### config.mk
export PLATFORM = sky130hd
export DESIGN_NAME = seg7_scan_driver
export DESIGN_NICKNAME = d
export VERILOG_FILES = /design/src/rtl/seg7_scan_driver.sv
export SDC_FILE = /design/constraint.sdc
export NUM_CORES = 1
export LEC_CHECK = 0
export ABC_AREA = 0
export CAP_MARGIN = 40
export CORE_MARGIN = 4
export CORE_UTILIZATION = 60
export DETAILED_ROUTE_END_ITERATION = 7
export DONT_BUFFER_PORTS = 1
export PLACE_DENSITY = 0.79
export SYNTH_ARGS = -nofsm -noshare
export SYNTH_HDL_FRONTEND = slang
export SYNTH_SLANG_ARGS = --single-unit
### constraint.sdc
create_clock -name clk -period 5.9 [get_ports clk]
set_input_delay 0.59 -clock clk [delete_from_list [all_inputs] [get_ports clk]]
set_output_delay 0.59 -clock clk [all_outputs]
set_load 0.03 [all_outputs]
### src/rtl/seg7_scan_driver.sv
// seg7_scan_driver
//   Time-multiplexed driver for a 4-digit common-anode 7-segment display.
//   The 16-bit packed digit word is snapshotted once per scan frame, so a
//   change to data partway through a frame is never shown. Each digit slot
//   opens with a short gap where all anodes are off, which stops ghosting.
//   All outputs are registered, so they lag the scan state by one clock.
//
// Parameters
//   REFRESH_DIV  clk cycles per digit slot (>= BLANK_CYC+2)
//   BLANK_CYC    cycles at the start of each slot with all anodes off (>= 1)
//   BLINK_DIV    frames per blink half-period (blink builds only)
//
// Ports
//   clk          in   1   system clock, rising edge
//   reset        in   1   synchronous, active-high
//   data         in   16  digits: [15:12] leftmost .. [3:0] rightmost
//   blink        in   1   blink request (blink builds only)
//   an           out  4   anodes, active-low, an[3] = leftmost digit
//   seg          out  7   segments {g,f,e,d,c,b,a}, active-low
//   dp           out  1   decimal point, active-low, always off
//   frame_start  out  1   one-cycle pulse when a new snapshot takes effect
//
// Optional feature: define SEG7_BLINK_EN to build the blink logic.
module seg7_scan_driver #(
  parameter int unsigned REFRESH_DIV = 100000,
  parameter int unsigned BLANK_CYC   = 16,
  parameter int unsigned BLINK_DIV   = 128
) (
  input  logic        clk,
  input  logic        reset,
  input  logic [15:0] data,
  input  logic        blink,
  output logic [3:0]  an,
  output logic [6:0]  seg,
  output logic        dp,
  output logic        frame_start
);

  localparam int unsigned CW = (REFRESH_DIV > 1) ? $clog2(REFRESH_DIV) : 1;

  typedef enum logic [1:0] {
    SLOT0 = 2'd0,
    SLOT1 = 2'd1,
    SLOT2 = 2'd2,
    SLOT3 = 2'd3
  } slot_t;

  logic [CW-1:0] cnt;
  slot_t         idx;
  logic [15:0]   frame;
  logic          tick;
  logic          wrap;
  logic          blank;
  logic          suppress;
  logic [3:0]    nib;
  logic [3:0]    an_sel;
  slot_t         idx_next;

  function automatic logic [6:0] decode(input logic [3:0] v);
    logic [6:0] s;
    case (v)
      4'h0: s = 7'b1000000;
      4'h1: s = 7'b1111001;
      4'h2: s = 7'b0100100;
      4'h3: s = 7'b0110000;
      4'h4: s = 7'b0011001;
      4'h5: s = 7'b0010010;
      4'h6: s = 7'b0000010;
      4'h7: s = 7'b1111000;
      4'h8: s = 7'b0000000;
      4'h9: s = 7'b0010000;
      4'hA: s = 7'b0001000;
      4'hB: s = 7'b0000011;
      4'hC: s = 7'b1000110;
      4'hD: s = 7'b0100001;
      4'hE: s = 7'b0000110;
      default: s = 7'b1111111;  // 4'hF is the blank code
    endcase
    return s;
  endfunction

  assign tick  = (cnt == CW'(REFRESH_DIV - 1));
  assign wrap  = tick && (idx == SLOT3);
  assign blank = (cnt < CW'(BLANK_CYC));

  always_comb begin
    nib      = frame[15:12];
    an_sel   = 4'b0111;
    idx_next = SLOT1;
    case (idx)
      SLOT0: begin nib = frame[15:12]; an_sel = 4'b0111; idx_next = SLOT1; end
      SLOT1: begin nib = frame[11:8];  an_sel = 4'b1011; idx_next = SLOT2; end
      SLOT2: begin nib = frame[7:4];   an_sel = 4'b1101; idx_next = SLOT3; end
      SLOT3: begin nib = frame[3:0];   an_sel = 4'b1110; idx_next = SLOT0; end
      default: ;
    endcase
  end

`ifdef SEG7_BLINK_EN
  localparam int unsigned FW = (BLINK_DIV > 1) ? $clog2(BLINK_DIV) : 1;

  logic [FW-1:0] fcnt;
  logic          phase;
  logic          blink_q;

  // blink is captured with the frame snapshot so suppression only ever
  // starts or stops on a frame boundary.
  always_ff @(posedge clk) begin
    if (reset) begin
      fcnt    <= '0;
      phase   <= 1'b0;
      blink_q <= 1'b0;
    end else if (wrap) begin
      blink_q <= blink;
      if (fcnt == FW'(BLINK_DIV - 1)) begin
        fcnt  <= '0;
        phase <= ~phase;
      end else begin
        fcnt <= fcnt + 1'b1;
      end
    end
  end

  assign suppress = blink_q && phase;
`else
  localparam int unsigned UNUSED_BLINK_DIV = BLINK_DIV;
  logic unused_blink;
  assign unused_blink = blink;
  assign suppress     = 1'b0;
`endif

  always_ff @(posedge clk) begin
    if (reset) begin
      cnt         <= '0;
      idx         <= SLOT0;
      frame       <= 16'hFFFF;
      an          <= 4'b1111;
      seg         <= 7'h7F;
      dp          <= 1'b1;
      frame_start <= 1'b0;
    end else begin
      cnt <= tick ? '0 : cnt + 1'b1;
      if (tick) idx <= idx_next;
      if (wrap) frame <= data;
      frame_start <= wrap;
      an          <= (blank || suppress) ? 4'b1111 : an_sel;
      seg         <= decode(nib);
      dp          <= 1'b1;
    end
  end

endmodule
==> flow_summary_export.csv <==
group,metric,value,unit
clocking,cts_root_buf,"clkbuf_8",
synth,avgSynthCellArea,9.769,um2
pwr,leakagePower,0.9641,nW
setup_path,worst-path-buf-inv,1,
final_layout,area_growth,2.846,%
sta,tightest_slew,831.0,ps
die,io_pins,32,
clocking,clk_latency,290,ps
global_route,grt_overflow,0,
final_layout,nFillCells,317,
synth,ys_types,40,
placed_design,portBuffers,0,
detailed_routing,wl_met3,264,um
pwr,pwr-share-clk,0.340,
final_layout,drive_gt1_frac,0.07080,
setup_path,path_delay_family,"adder cells",
sta,relSlewSlack,0.4460,
final_layout,fin_area,2351,um2
run_status,status,"complete, no violations",
sta,rsz0062_at_grt,"false",
clocking,cts-buffers-inserted,5,
setup_path,crit_arrival,3090,ps
detailed_routing,drtIter0Drc,136,
synth,synth_top_area_share,0.4116,
clocking,clock_sinks,47,
detailed_routing,num_vias,1658,
synth,synth_edf_count,0,
synth,syn_inst,234,
detailed_routing,routed_via_density,6.051,
setup_path,endpoint_kind,"flip-flop",
final_layout,final_cells,274,
clocking,post_cts_buffers,0,
clocking,cts_max_level,2,
setup_path,cp_slowest_stage_delay,720,ps
setup_path,crit_chain,"ha_1 -> a222oi_1 -> mux2i_1 -> inv_1 -> ha_1 -> mux2_2 -> o21ai_0",
sta,setup_viol,0,
placed_design,post_dp_cell_area,2278,um2
pwr,combPwrFrac,0.027,
sta,period_share,0.4860,
synth,ys.flop_type,"dfxtp_1",
global_route,grt_pass1_vias,1571,
die,core,3661,um2
detailed_routing,drt_wl_total,4412,um
synth,synth_most_common_cell,"dfxtp_1",
pwr,p_switching,0.1008,mW
detailed_routing,drt.antenna.violating_nets,0,
synth,ys_ff_latch,47,
clocking,post_cts_resized,0,
pwr,p_seq_frac,0.633,
placed_design,dp_cells,268,
pwr,ir_worst_vdd,0.1240,mV
die,start_util,0.6244,
die,die_w,69.73,um
synth,syn_area,2286,um2
clocking,clk_path_buf_depth,2,
synth,syn_nets,265,
pwr,swShare,0.1993,
pwr,p_per_area,215.1,nW/um2
synth,synthTopCellsByCount,"47 x dfxtp_1, 19 x nor2_1, 16 x a21o_1, 16 x a41o_1, 13 x inv_1",
setup_path,required,6120,ps
setup_path,critPathSlowestCell,"ha_1",
min_path,hold_class,"input port to flip-flop",
final_layout,final_nets,258,
die,dieArea,4862,um2
sta,skew,6.288,ps
sta,fmax,0.3487,GHz
run,maxCapViolCount,0,
sta,fin_tns_setup,0,ps
final_layout,multi_input_area,1217,um2
global_route,grt_max_degree,32,
global_route,grt_pass1_wl,7362,um
placed_design,hpwlAfterDp,3038,um
detailed_routing,wl_met1,2187,um
detailed_routing,drc,0,
detailed_routing,dr.pass1.iters,5,
die,rows,22,
pwr,p_int,0.4049,mW
setup_path,worst-path-max-fanout,22,
synth,yosys.area.top_type,"dfxtp_1",
global_route,grt_use_total,0.1854,
die,fp.dieH,69.73,um
synth,ys_async_sr_fraction,0,
detailed_routing,wire_per_inst,16.10,um
sta,slew_violations,0,
clocking,postCtsHoldBufs,0,
setup_path,path_common_cell,"ha_1",
clocking,cts.clk_slew.worst_paths,80,ps
synth,yosysSeqAreaShare,0.4116,
sta,hold_violations,0,
global_route,antenna_found_initial,0,
setup_path,start_kind,"flip-flop",
detailed_routing,met2WireLength,1892,um
setup_path,crit_type,"flip-flop to flip-flop",
synth,ys_warn_count,0,
placed_design,gp_congestion,0.8236,
final_layout,regArea,940.9,um2
sta,period_needed,2868,ps
clocking,cts_tree,"done",
detailed_routing,highest_layer,"met4",
synth,synthTopCellsByArea,"dfxtp_1 41%, a41o_1 7.0%, ha_1 6.6%",
final_layout,n_antenna_cell,0,
## layout make-up
cell class,count,area share
Clock buffer,6,0.03087
Inverter,13,0.02076
Sequential cell,47,0.4002
Multi-Input combinational cell,159,0.5178
Tap cell,48,0.02555
Timing Repair Buffer,1,0.004790
## layout by cell type (no fill, tap or decap), types with 2 or more instances in the layout
cell	synthesis	layout
dfxtp_1	47	47
nor2_1	19	19
a41o_1	16	16
a21o_1	16	16
inv_1	13	13
ha_1	12	12
mux2i_1	9	9
nand2_1	9	9
nand4_1	8	8
o21ai_0	7	7
xor2_1	6	6
a31oi_1	5	5
a21oi_1	5	5
xnor2_1	5	5
clkbuf_8	0	5
a222oi_1	4	4
mux2_2	4	4
or3_1	4	4
nor4_1	3	3
and3_1	3	3
nand3_1	3	3
nor3_1	3	3
or4_4	2	2
a22oi_1	2	2
and4_1	2	2
## power groups by stage
stage / registers, mW / logic, mW / clock network [mW]
after global routing: 0.320 / 0.0156 / 0.189
final: 0.320 / 0.0136 / 0.172
after floorplan: 0.327 / 0.0152 / 0
after global placement: 0.327 / 0.0135 / 0
after CTS: 0.320 / 0.0137 / 0.177
after detailed placement: 0.327 / 0.0137 / 0
## per-layer routing
| metal | track usage | up-vias |
|---|---|---|
| met3 | 0.05362 | 7 |
| li1 | - | 841 |
| met1 | 0.2608 | 768 |
| met4 | 0.07021 | 0 |
| met5 | 0 | - |
| met2 | 0.2680 | 42 |
## kinds of logic (layout without fill, tap and decap cells)
family,after synthesis,count (layout),synth area share
other,1,1,0.001640
adders and majority gates,12,12,0.06568
DFF,47,47,0.4116
buffers and inverters,28,20,0.05583
and+or+nand+nor,62,62,0.1549
AOI/OAI and AO/OA,60,60,0.2091
muxes,13,13,0.05911
xor gates and xnor gates,11,11,0.04214
## sequential cells by signal, indices dropped and copies added, names as in the netlist
signal,flops
cnt,17
idx,2
frame_start,1
seg,7
an,4
frame,16
## final timing paths
path	endpoint	startpoint	slack (ps)	cells past startpoint
worst min register to register	cnt[0]	cnt[0]	450	1
worst max-delay path	seg[1]	idx[1]	3030	7
worst min-delay path	frame_start	reset	360	1
worst max register to register	seg[1]	idx[1]	3030	7
## worst reg2reg max path, stage by stage, from the launching register on
cell and delay [ps]:
dfxtp_1 380, ha_1 720, a222oi_1 190, mux2i_1 530, inv_1 210, ha_1 360
mux2_2 270, o21ai_0 130
## per-stage QoR
step | setup WS (ps) | hold slack [ps] | utilization | total power [mW]
2_1_floorplan | 3765 | 412.7 | - | 0.3424
3_3_place_gp | 3104 | 423.2 | 0.6193 | 0.3409
3_5_place_dp | 3106 | 434.4 | 0.6224 | 0.3412
4_1_cts | 3082 | 353.4 | 0.6422 | 0.5108
5_1_grt | 2780 | 349.7 | 0.6422 | 0.5246
6_report | 3032 | 357.8 | 0.6422 | 0.5057
(Power assumes the default switching activity.)
